**src/rtl/systolic_pkg.sv**
```systemverilog
// Shared constants and FSM state type for the systolic-array operand feeder.
package systolic_pkg;

  localparam int W         = 8;
  localparam int N_DEFAULT = 4;

  typedef enum logic [1:0] {
    IDLE = 2'd0,
    RUN  = 2'd1,
    DONE = 2'd2
  } state_t;

  // Step counter width: must hold 0..3N-3 without wrapping.
  function automatic int cnt_width(input int n);
    return $clog2(3 * n - 1);
  endfunction

endpackage

```
**src/rtl/systolic_feeder_if.sv**
```systemverilog
// Handshake and operand bus between a matrix source/consumer and the feeder.
interface systolic_feeder_if #(
  parameter int N = systolic_pkg::N_DEFAULT,
  parameter int W = systolic_pkg::W
);

  logic               i_start;
  logic [N*N*W-1:0]   i_matA;
  logic [N*N*W-1:0]   i_matB;
  logic               i_ack;
  logic [N*W-1:0]     o_a;
  logic [N*W-1:0]     o_b;
  logic               o_doProcess;
  logic               o_busy;
  logic               o_done;

  modport slave (
    input  i_start, i_matA, i_matB, i_ack,
    output o_a, o_b, o_doProcess, o_busy, o_done
  );

  modport master (
    output i_start, i_matA, i_matB, i_ack,
    input  o_a, o_b, o_doProcess, o_busy, o_done
  );

endinterface

```
**src/rtl/systolic_feeder.sv**
```systemverilog
// Captures A and B on start and streams them skewed into an N x N systolic array
// for 3N-2 cycles, then holds the array (zero operands) until acknowledged.
module systolic_feeder #(
  parameter int N = systolic_pkg::N_DEFAULT,
  parameter int W = systolic_pkg::W
) (
  input  logic              i_clk,
  input  logic              i_arst,
  systolic_feeder_if.slave  bus
);

  import systolic_pkg::*;

  localparam int             STEPS  = 3 * N - 2;
  localparam int             CW     = cnt_width(N);
  localparam logic [CW-1:0]  T_LAST = CW'(STEPS - 1);

  state_t           r_state, w_state_next;
  logic [CW-1:0]    r_t, w_t_next;
  logic [N*N*W-1:0] r_mat_a, r_mat_b, w_mat_a_next, w_mat_b_next;
  logic [N*W-1:0]   r_a, r_b, w_a_skew, w_b_skew, w_a_next, w_b_next;
  logic             r_do_process, r_busy, r_done;

  always_comb begin
    w_state_next = r_state;
    w_t_next     = r_t;
    w_mat_a_next = r_mat_a;
    w_mat_b_next = r_mat_b;
    unique case (r_state)
      IDLE: begin
        if (bus.i_start) begin
          w_state_next = RUN;
          w_t_next     = '0;
          w_mat_a_next = bus.i_matA;
          w_mat_b_next = bus.i_matB;
        end
      end
      RUN: begin
        if (r_t == T_LAST) begin
          w_state_next = DONE;
        end else begin
          w_t_next = r_t + 1'b1;
        end
      end
      DONE: begin
        if (bus.i_ack) begin
          w_state_next = IDLE;
        end
      end
      default: w_state_next = IDLE;
    endcase
  end

  // Outputs are registered, so the skew is computed from the next step/matrix
  // values; row i sees A[i][t-i], column j sees B[t-j][j].
  for (genvar gi = 0; gi < N; gi++) begin : g_skew
    logic [W-1:0] w_a_row, w_b_col;

    always_comb begin
      w_a_row = '0;
      w_b_col = '0;
      for (int k = 0; k < N; k++) begin
        if (w_t_next == CW'(gi + k)) begin
          w_a_row = w_mat_a_next[(gi*N + k)*W +: W];
          w_b_col = w_mat_b_next[(k*N + gi)*W +: W];
        end
      end
    end

    assign w_a_skew[gi*W +: W] = w_a_row;
    assign w_b_skew[gi*W +: W] = w_b_col;
  end

  assign w_a_next = (w_state_next == RUN) ? w_a_skew : '0;
  assign w_b_next = (w_state_next == RUN) ? w_b_skew : '0;

  always_ff @(posedge i_clk) begin
    if (i_arst) begin
      r_state      <= IDLE;
      r_t          <= '0;
      r_mat_a      <= '0;
      r_mat_b      <= '0;
      r_a          <= '0;
      r_b          <= '0;
      r_do_process <= 1'b0;
      r_busy       <= 1'b0;
      r_done       <= 1'b0;
    end else begin
      r_state      <= w_state_next;
      r_t          <= w_t_next;
      r_mat_a      <= w_mat_a_next;
      r_mat_b      <= w_mat_b_next;
      r_a          <= w_a_next;
      r_b          <= w_b_next;
      r_do_process <= (w_state_next != IDLE);
      r_busy       <= (w_state_next != IDLE);
      r_done       <= (w_state_next == DONE);
    end
  end

  assign bus.o_a         = r_a;
  assign bus.o_b         = r_b;
  assign bus.o_doProcess = r_do_process;
  assign bus.o_busy      = r_busy;
  assign bus.o_done      = r_done;

endmodule

```
**src/flat_wrapper.sv**
```systemverilog
// flat-port wrapper written by rule: the top's interface ports become plain ports
module systolic_feeder_flat import systolic_pkg::*;
#(
  parameter int N = systolic_pkg::N_DEFAULT,
  parameter int W = systolic_pkg::W
)
  (i_clk, i_arst, bus_i_start, bus_i_matA, bus_i_matB, bus_i_ack, bus_o_a, bus_o_b, bus_o_doProcess, bus_o_busy, bus_o_done);
  systolic_feeder_if #(.N(N), .W(W)) bus_i ();
  input  logic i_clk;
  input  logic i_arst;
  input wire logic [$bits(bus_i.i_start)-1:0] bus_i_start;
  input wire logic [$bits(bus_i.i_matA)-1:0] bus_i_matA;
  input wire logic [$bits(bus_i.i_matB)-1:0] bus_i_matB;
  input wire logic [$bits(bus_i.i_ack)-1:0] bus_i_ack;
  output wire logic [$bits(bus_i.o_a)-1:0] bus_o_a;
  output wire logic [$bits(bus_i.o_b)-1:0] bus_o_b;
  output wire logic [$bits(bus_i.o_doProcess)-1:0] bus_o_doProcess;
  output wire logic [$bits(bus_i.o_busy)-1:0] bus_o_busy;
  output wire logic [$bits(bus_i.o_done)-1:0] bus_o_done;
  assign bus_i.i_start = bus_i_start;
  assign bus_i.i_matA = bus_i_matA;
  assign bus_i.i_matB = bus_i_matB;
  assign bus_i.i_ack = bus_i_ack;
  assign bus_o_a = bus_i.o_a;
  assign bus_o_b = bus_i.o_b;
  assign bus_o_doProcess = bus_i.o_doProcess;
  assign bus_o_busy = bus_i.o_busy;
  assign bus_o_done = bus_i.o_done;
  systolic_feeder #(.N(N), .W(W)) u_core (.i_clk(i_clk), .i_arst(i_arst), .bus(bus_i));
endmodule
```
**config.mk**
```make
export PLATFORM = sky130hd
export DESIGN_NAME = systolic_feeder_flat
export DESIGN_NICKNAME = d
export VERILOG_FILES = /design/src/rtl/systolic_pkg.sv /design/src/rtl/systolic_feeder_if.sv /design/src/rtl/systolic_feeder.sv /design/src/flat_wrapper.sv
export SDC_FILE = /design/constraint.sdc
export NUM_CORES = 1
export LEC_CHECK = 0
export ABC_CLOCK_PERIOD_IN_PS = 3600
export BUFFER_PORTS_ARGS = -buffer_cell sky130_fd_sc_hd__buf_2
export CORE_AREA = 8 8 202 204
export DETAILED_ROUTE_END_ITERATION = 16
export DIE_AREA = 0 0 210 212
export GPL_TIMING_DRIVEN = 0
export PLACE_DENSITY = 0.62
export SLEW_MARGIN = 20
export SYNTH_ARGS = -nofsm -noshare
export SYNTH_HDL_FRONTEND = slang
export SYNTH_SLANG_ARGS = --single-unit
```
**constraint.sdc**
```tcl
create_clock -name i_clk -period 3.6 [get_ports i_clk]
set_input_delay 0.36 -clock i_clk [delete_from_list [all_inputs] [get_ports i_clk]]
set_output_delay 0.36 -clock i_clk [all_outputs]
set_load 0.005 [all_outputs]
```
# ---- After elaboration in Yosys (flattened, before gate mapping)
# Index checks and enable logic that the tools add are counted.
dict set report classes {
  div_mod_pow 0
  shift 0
  n_bitwise 1
  n_reduce_logical 4
  n_mux 43
  addsub 1
  eq_ne 11
  multipliers 0
  order_cmp 0
}
# op n
set op_table {}
lappend op_table {{128-bit two-way mux} 4}
lappend op_table {{8-bit two-way mux} 32}
lappend op_table {{4-bit by 3-bit equality test with 1-bit output, second input constant} 3}
lappend op_table {{4-bit by 2-bit equality test with 1-bit output, second input constant} 2}
lappend op_table {{4-bit two-way mux} 2}
lappend op_table {{4-bit case mux with 2 select lines} 1}
lappend op_table {{2-bit two-way mux} 3}
lappend op_table {{2-bit case mux with 3 select lines} 1}
lappend op_table {{4-bit by 1-bit adder with 4-bit output, second input constant} 1}
lappend op_table {{2-bit by 1-bit equality test with 1-bit output, second input constant} 2}
lappend op_table {{2-bit equality test, second input constant} 2}
lappend op_table {{4-bit by 1-bit equality test with 1-bit output, second input constant} 1}
lappend op_table {{4-bit equality test, second input constant} 1}
lappend op_table {{4-bit zero test} 1}
lappend op_table {{2-bit zero test} 1}
lappend op_table {{2-bit nonzero test} 1}
lappend op_table {{2-bit OR reduction} 1}
lappend op_table {{1-bit NOT} 1}
dict set report totals {
  ramBits 0
  n_memories 0
  out_inout_bits 67
  latch_bits 0
  word_cells 68
  reg_bits 328
  rom_bits 0
  inputBits 260
}

# ---- Logic depth before layout (Yosys ltp)
# Gate-level depths: netlist of the first run.
dict set report depth {
  word_depth 8
  ltp_mapped 12
  depth_no_buf 8
}

# ---- Worst setup path before layout of the first run
# No wires, ideal clock.
dict set report synth_timing {
  kind {register -> register}
  startpoint {register u_core.r_t[1]}
  endpoint {register u_core.r_b[27] (netlist: u_core.bus.o_b[27])}
  synth_period_minus_slack_ns 2.418
  setup_slack_ns 1.182
  arrival_ns 2.314
  setup_time_ns 0.103
  path_buffers 4
  stages_incl_launch_ff 13
  required_ns 3.497
  path_cell_list {dfxtp_1 > inv_1 > ha_1 > and3b_1 > buf_6 > or3_1 > buf_6 > mux2i_4 > and3_1 > buf_6 > buf_8 > a21oi_2 > a2111oi_2}
}
dict set report synth_between {
  elab_chain_cells 8
  word_cells_on_any_way 18
  cone_classes {add/sub (1); eq/ne (6); mux (9); bitwise (1); reduce/logical (1)}
}
# element line
set synth_lines {}
lappend synth_lines {{start, declared} systolic_feeder.sv:19} ;# logic [CW-1:0] r_t, w_t_next;
lappend synth_lines {{start signal, assigned} systolic_feeder.sv:90} ;# r_t <= w_t_next;
lappend synth_lines {{4-bit by 1-bit adder with 4-bit output / 4-bit equality test (equally long branches)} {systolic_feeder.sv:42, systolic_feeder.sv:39}}
lappend synth_lines {{4-bit two-way mux} systolic_feeder.sv:39} ;# if (r_t == T_LAST) begin
lappend synth_lines {{4-bit case mux with 2 select lines} systolic_feeder.sv:29} ;# unique case (r_state)
lappend synth_lines {{4-bit by 2-bit equality test with 1-bit output} systolic_feeder.sv:63} ;# if (w_t_next == CW'(gi + k)) begin
lappend synth_lines {{8-bit two-way mux (4 in series)} systolic_feeder.sv:63}
lappend synth_lines {{end signal, assigned} systolic_feeder.sv:94} ;# r_b <= w_b_next;
lappend synth_lines {{end, declared} systolic_feeder.sv:21} ;# logic [N*W-1:0] r_a, r_b, w_a_skew, w_b_skew, w_a_next, w_b_next;
# Several ways; a longest one is shown, not always the timed one.
# A chain may end at the register's enable or synchronous reset.

# ---- Worst setup path in the final report of the first run
dict set report layout_timing {
  startpoint {register u_core.r_t[1]}
  endpoint {register u_core.r_a[15] (netlist: u_core.bus.o_a[15])}
}
dict set report layout_between {
  elab_chain_cells 8
  word_cells_on_any_way 18
  cone_classes {add/sub (1); eq/ne (6); mux (9); bitwise (1); reduce/logical (1)}
}
# element line
set layout_lines {}
lappend layout_lines {{4-bit by 1-bit adder with 4-bit output / 4-bit equality test (equally long branches)} {systolic_feeder.sv:42, systolic_feeder.sv:39}}
lappend layout_lines {{4-bit two-way mux} systolic_feeder.sv:39}
lappend layout_lines {{4-bit case mux with 2 select lines} systolic_feeder.sv:29}
lappend layout_lines {{4-bit by 1-bit equality test with 1-bit output} systolic_feeder.sv:63}
lappend layout_lines {{8-bit two-way mux (4 in series)} systolic_feeder.sv:63}
lappend layout_lines {{end signal, assigned} systolic_feeder.sv:93} ;# r_a <= w_a_next;
lappend layout_lines {{end, declared} systolic_feeder.sv:21}
# Several ways; a longest one is shown, not always the timed one.

==> qor.csv, run 1 <==
metric,value,unit
status,"finished, final reports clean",
CTS Root Cell,clkbuf_16,
CTS tree,done,
All-Layer GR Usage,0.215,
Final min period,3.40,ns
Crit. Startpoint,u_core.r_t[1]$_SDFF_PP0_,
latest clock arrival within the worst-skew pair,0.53,ns
top sig layer,met5,
startpoint types,flop,
Pre-Repair DR Iteration Count,5,
R2R Setup Slk,0.20,ns
routed wl met2,23.5,mm
num ports,327,
fillers,3723,
hpwl dp,38.5,mm
starting density of the core,0.352,
worst-margin pin slew,0.965,ns
vias in the first global route,12100,
register area share after synthesis,0.492,
per-cell routed wire length,21.6,µm
Core ar.,0.0379,mm²
r2r worst-path depth,10,
Reg area,0.00657,mm²
Syn Area/Cell,9.55,µm²
vias,11900,
Final Hold Fails,0,
RD Place Congestion,0.895,
Tcrit/Tclk final,0.945,
CP Class,flop to flop,
# H-tree levels,2,
setup tns final,0,ns
library cells used by synthesis,47,
area grow syn2layout,26.2,%
Clock transition at path regs,0.06,ns
Util after Layout,0.444,
Die H,212,µm
Worst EP required,3.98,ns
Syn Std Cell Area,0.0134,mm²
Yosys reg bits,328,
slew margin rel.,0.357,
Hold Crit Class,input port to flop,
post-synth net total,1660,
Reg2Reg Launch Point,u_core.r_t[1]$_SDFF_PP0_,
maximum VDD drop,0.000276,V
Synth async-reset ratio,0,
Setup Buffers After CTS,0,
via-per-instance ratio,5.15,
Max Clk Rate,294,MHz
IO buf count,326,
Final Net Count,2025,
warnings from Yosys,0,
Clock Tree Buf Depth,3,
multi-input logic area,0.00619,mm²
first-pass GRT wire length,72.8,mm
CTS buffer count,37,
row count,72,
endpoints failing setup,0,
WP data arrival,3.78,ns
Post-synth EDFFs,0,
TritonCTS Sinks,328,
routed wl met3,3.62,mm
Post-route DRC,0,
"Slew Viols, Final",0,
Worst Skew,0.0188,ns
Initial DRC Count,679,
post-synth top area share,0.492,
Overflow after GRT,0,
cell with the most instances after synthesis,dfxtp_1,
Die X,210,µm
maxcap violations,0,
post-cts gate resize count,0,
CP Capture Point,u_core.bus.o_a[15]$_SDFF_PP0_,
M1 wire length,21.3,mm
final antenna-violating net count,0,
Crit. End Element,flop,
CP max FO,10,
Post-Synthesis Cells,1398,
largest net degree at the start of global routing,14,
Die ar.,0.0445,mm²
Tot Pwr,0.00900,W
"Top FF cell, synth",dfxtp_1,
PwrDens,534,mW/mm²
most area-hungry cell type in the Yosys netlist,dfxtp_1,
Lkg Pwr,7.37,nW
"top cells by count, synth","dfxtp_1 (328), nor2_1 (286), mux2i_1 (237)",
Hold Buf Count CTS,0,
top area cells in the synthesized netlist,"dfxtp_1 (49%), mux2i_1 (18%), nor2_1 (8.0%)",
antenna violations before repair,12,
DRT Wirelength,49.9,mm
RSZ-0062 raised after global routing,no,
capturing point of the worst reg2reg path,u_core.bus.o_a[15]$_SDFF_PP0_,
fraction of layout cells with a size suffix above 1,0.252,
## critical path: stages (launching register included)
cell	delay, ns
dfxtp_1	0.43
inv_1	0.10
ha_1	0.22
and3b_1	0.19
buf_6	0.13
o211ai_1	0.38
mux2_2	0.45
buf_1	0.56
o22ai_1	0.19
a221oi_1	0.49
a211oi_1	0.11
## flip-flops by register name, indices dropped and copies added (netlist names)
signal,cells
u_core.r_mat_a,128
u_core.r_mat_b,128
u_core.bus.o_a,32
u_core.bus.o_b,32
u_core.r_t,4
u_core.r_state,2
u_core.bus.o_doProcess,1
u_core.bus.o_done,1
## cells in the final DEF, fill, tap and decap left out, types with 22 or more instances in the layout
master,count
nor2b_1,23
mux2i_1,237
nand2_1,73
a211oi_1,54
buf_2,359
clkbuf_1,84
o22ai_1,55
clkbuf_16,39
dfxtp_1,328
nor2_1,286
nor3_1,22
o21ai_0,47
## metrics by stage
stage	instance area (µm²)	setup slack [ns]	hold WS, ns	std cells
after CTS	16800	0.230	0.0602	2306
after global routing	16800	0.0498	0.0848	2306
final	16900	0.200	0.0831	2311
after floorplan	13400	1.18	0.448	1398
after detailed placement	15600	0.268	0.471	2242
after global placement	15600	0.341	0.464	2242
## layer usage
metal	vias to the layer above	global-route usage
li1	5695	-
met1	5663	0.267
met2	431	0.366
met3	95	0.0520
met4	12	0.0695
met5	-	0
## final cells by class
class	count	area share
Multi-Input combinational cell	944	0.367
Antenna cell	5	0.000742
Buffer	124	0.0350
Clock inverter	10	0.00646
Tap cell	518	0.0385
Timing Repair Buffer	326	0.0968
Clock buffer	54	0.0654
Inverter	2	0.000445
Sequential cell	328	0.390
## how the worst min path moves through the flow
stage                                         from                              to  slack (ns)  cells past startpoint
finish                              bus_i_matB[83]   u_core.r_mat_b[83]$_SDFF_PP0_        0.08                      3
detailed placement  u_core.r_mat_b[125]$_SDFF_PP0_  u_core.r_mat_b[125]$_SDFF_PP0_        0.47                      2
floorplan           u_core.r_mat_a[100]$_SDFF_PP0_  u_core.r_mat_a[100]$_SDFF_PP0_        0.45                      2
CTS                                 bus_i_matB[83]   u_core.r_mat_b[83]$_SDFF_PP0_        0.06                      3
global placement     u_core.r_mat_b[83]$_SDFF_PP0_   u_core.r_mat_b[83]$_SDFF_PP0_        0.46                      2
global route                        bus_i_matB[13]   u_core.r_mat_b[13]$_SDFF_PP0_        0.08                      3
## cells by family after synthesis
| family | Yosys count | share of synthesized area |
|---|---|---|
| and+or+nand+nor | 431 | 0.133 |
| DFF | 328 | 0.492 |
| AOI/OAI and AO/OA | 270 | 0.147 |
| muxes | 241 | 0.182 |
| buffers and inverters | 126 | 0.0447 |
| adders and majority gates | 2 | 0.00187 |
## power by group
part,total [W],internal (W),switching [W]
combinational,0.00135,0.000520,0.000832
clock,0.00375,0.00226,0.00149
sequential,0.00390,0.00384,0.0000561
No activity file was read; power rests on OpenSTA's default activity.
==> inputs of run 2 (changes only) <==
Settings changed: CTS_BUF_LIST set to sky130_fd_sc_hd__clkbuf_8.
==> run 2 against run 1 <==
Compared with the run above:
- worst setup slack gained 0.0076 ns
- critical endpoint unchanged
- maximum frequency up 0.22%
- clock skew is 0.0033 ns higher
- count of clock-buffer cells in the layout up 20
- register-to-register slack about the same
- critical path depth did not move
- sequential power hardly changed
- power is 1.7% lower
- die area stayed put
- combinational power rose by 13%
- worst hold slack worse by 0.030 ns
==> qor.csv, run 2 (synthesis results as in run 1) <==
metric,value,unit,change
Hold Crit Class,input port to flop,,unchanged
Worst Skew,0.0222,ns,was 0.0188 ns
worst-path cell chain,inv_1 > ha_1 > and3b_1 > buf_6 > o211ai_1 > mux2_2 > buf_1 > o22ai_1 > a221oi_1 > a211oi_1,,unchanged
Die H,212,µm,unchanged
Hold Crit Depth,3,,unchanged
final antenna-violating net count,0,,unchanged
Crit. End Element,flop,,unchanged
CP max FO,10,,unchanged
largest net degree at the start of global routing,15,,was 14
fraction of layout cells with a size suffix above 1,0.237,,was 0.252
WP buf/inv,3,,unchanged
Setup Buffers After CTS,0,,unchanged
via-per-instance ratio,5.08,,was 5.15
antenna violations before repair,6,,was 12
Final Hold Fails,0,,unchanged
latest clock arrival within the worst-skew pair,0.63,ns,was 0.53 ns
RD Place Congestion,0.895,,unchanged
All-Layer GR Usage,0.231,,was 0.215
Post-route DRC,0,,unchanged
PwrDens,476,mW/mm²,was 534 mW/mm²
WP data arrival,3.88,ns,was 3.78 ns
Lkg Pwr,8.19,nW,was 7.37 nW
TritonCTS Sinks,328,,unchanged
Final Cell Area,0.0186,mm²,was 0.0169 mm²
Overflow after GRT,0,,unchanged
row count,72,,unchanged
Tcrit/Tclk final,0.942,,was 0.945
Placed Area,0.0156,mm²,unchanged
first-pass GRT wire length,78.4,mm,was 72.8 mm
Pre-Repair DR Iteration Count,4,,was 5
starting density of the core,0.352,,unchanged
IO buf count,326,,unchanged
critical path's largest stage delay,0.56,ns,about the same
CTS buffer count,55,,was 37
worst-margin pin slew,0.951,ns,was 0.965 ns
Initial DRC Count,722,,was 679
highest-count cells in the layout ignoring fill and taps,"buf_2 (359), dfxtp_1 (328), nor2_1 (286)",,unchanged
Die X,210,µm,unchanged
area grow syn2layout,39.2,%,was 26.2%
top sig layer,met5,,unchanged
Max Clk Rate,295,MHz,was 294 MHz
startpoint types,flop,,unchanged
CTS Root Cell,clkbuf_8,,was clkbuf_16
r2r worst-path depth,10,,unchanged
DRT Wirelength,53.0,mm,was 49.9 mm
num ports,327,,unchanged
routed wl met3,3.64,mm,was 3.62 mm
M1 wire length,22.3,mm,was 21.3 mm
status,"finished, final reports clean",,unchanged
CP top delay family,compound AO/OA/AOI/OAI gates,,unchanged
Clock transition at path regs,0.06,ns,about the same
vias,12800,,"was 11,900"
top flop regs,"u_core.r_mat_a: 128 flops, u_core.r_mat_b: 128 flops",,unchanged
vias in the first global route,13300,,"was 12,100"
maxcap violations,0,,unchanged
Levels on crit path,10,,unchanged
per-cell routed wire length,21.0,µm,was 21.6 µm
R2R Setup Slk,0.21,ns,was 0.20 ns
Die ar.,0.0445,mm²,unchanged
routed wl met2,25.2,mm,was 23.5 mm
endpoints failing setup,0,,unchanged
Crit-path slowest cell,buf_1,,unchanged
Final Net Count,2221,,"was 2,025"
"commonest non-fill, non-tap cell in the layout",buf_2,,unchanged
post-cts gate resize count,0,,unchanged
Hold Buf Count CTS,178,,was 0
CP Class,flop to flop,,unchanged
CTS tree,done,,unchanged
Core ar.,0.0379,mm²,unchanged
Final min period,3.39,ns,was 3.40 ns
setup tns final,0,ns,unchanged
hpwl dp,38.5,mm,unchanged
Clock Tree Buf Depth,3,,unchanged
Worst EP required,4.09,ns,was 3.98 ns
slew margin rel.,0.366,,was 0.357
# H-tree levels,2,,unchanged
RSZ-0062 raised after global routing,no,,unchanged
"Slew Viols, Final",0,,unchanged
maximum VDD drop,0.000294,V,was 0.000276 V
run 2: cell types whose count changed in the layout (fill, tap and decap cells not counted), sizes merged:
cell         previous run  this run
clkinv                  5         2
inv                     3        24
bufinv                  2         1
dlygate4sd3             0       178
clkbuf                130       150
diode                   5         6
run 2: final cells by class:
type,count,area [µm²]
clock inverter,27,143
tap,518,648
clock buffer,74,1020
fill,3536,19300
antenna,6,15.0
inverter,2,7.51
buffer,124,589
timing repair buffer,504,3410
multi-input combinational,944,6190
sequential,328,6570
run 2: report_power, final:
group	internal, W	leakage [nW]	total (W)	switching (W)
registers	0.00384	2.69	0.00390	0.0000572
clock network	0.00190	0.671	0.00343	0.00153
logic	0.000646	4.83	0.00152	0.000873
run 2: path summary, 6_finish.rpt:
kind,start,to
setup reg to reg,u_core.r_t[1]$_SDFF_PP0_,u_core.bus.o_a[15]$_SDFF_PP0_
hold / removal,bus_i_matA[116],u_core.r_mat_a[116]$_SDFF_PP0_
hold reg to reg,u_core.r_mat_b[120]$_SDFF_PP0_,u_core.r_mat_b[120]$_SDFF_PP0_
setup / recovery,u_core.r_t[1]$_SDFF_PP0_,u_core.bus.o_a[15]$_SDFF_PP0_
run 2: metal layers:
layer,vias to the layer above,global-route usage
met3,111,0.0500
met4,2,0.0928
li1,6087,-
met2,533,0.395
met5,-,0
met1,6108,0.279
run 2: stage by stage:
| step | hold WS (ns) | cells | utilization | power (W) | setup WS, ns |
|---|---|---|---|---|---|
| floorplan | 0.448 | 1398 | - | 0.00479 | 1.18 |
| global placement | 0.464 | 2242 | 0.412 | 0.00530 | 0.341 |
| detailed placement | 0.471 | 2242 | 0.412 | 0.00533 | 0.268 |
| CTS | 0.000844 | 2521 | 0.490 | 0.00892 | 0.280 |
| global route | 0.0282 | 2522 | 0.490 | 0.00923 | 0.0702 |
| finish | 0.0528 | 2527 | 0.490 | 0.00885 | 0.207 |
run 2: tightest hold or removal path, delay by kind of cell:
| family | cells | cell delay, ns |
|---|---|---|
| buffers and inverters | 1 | 0.08 |
| multiplexers | 1 | 0.10 |
| AND/OR/NAND/NOR | 1 | 0.09 |
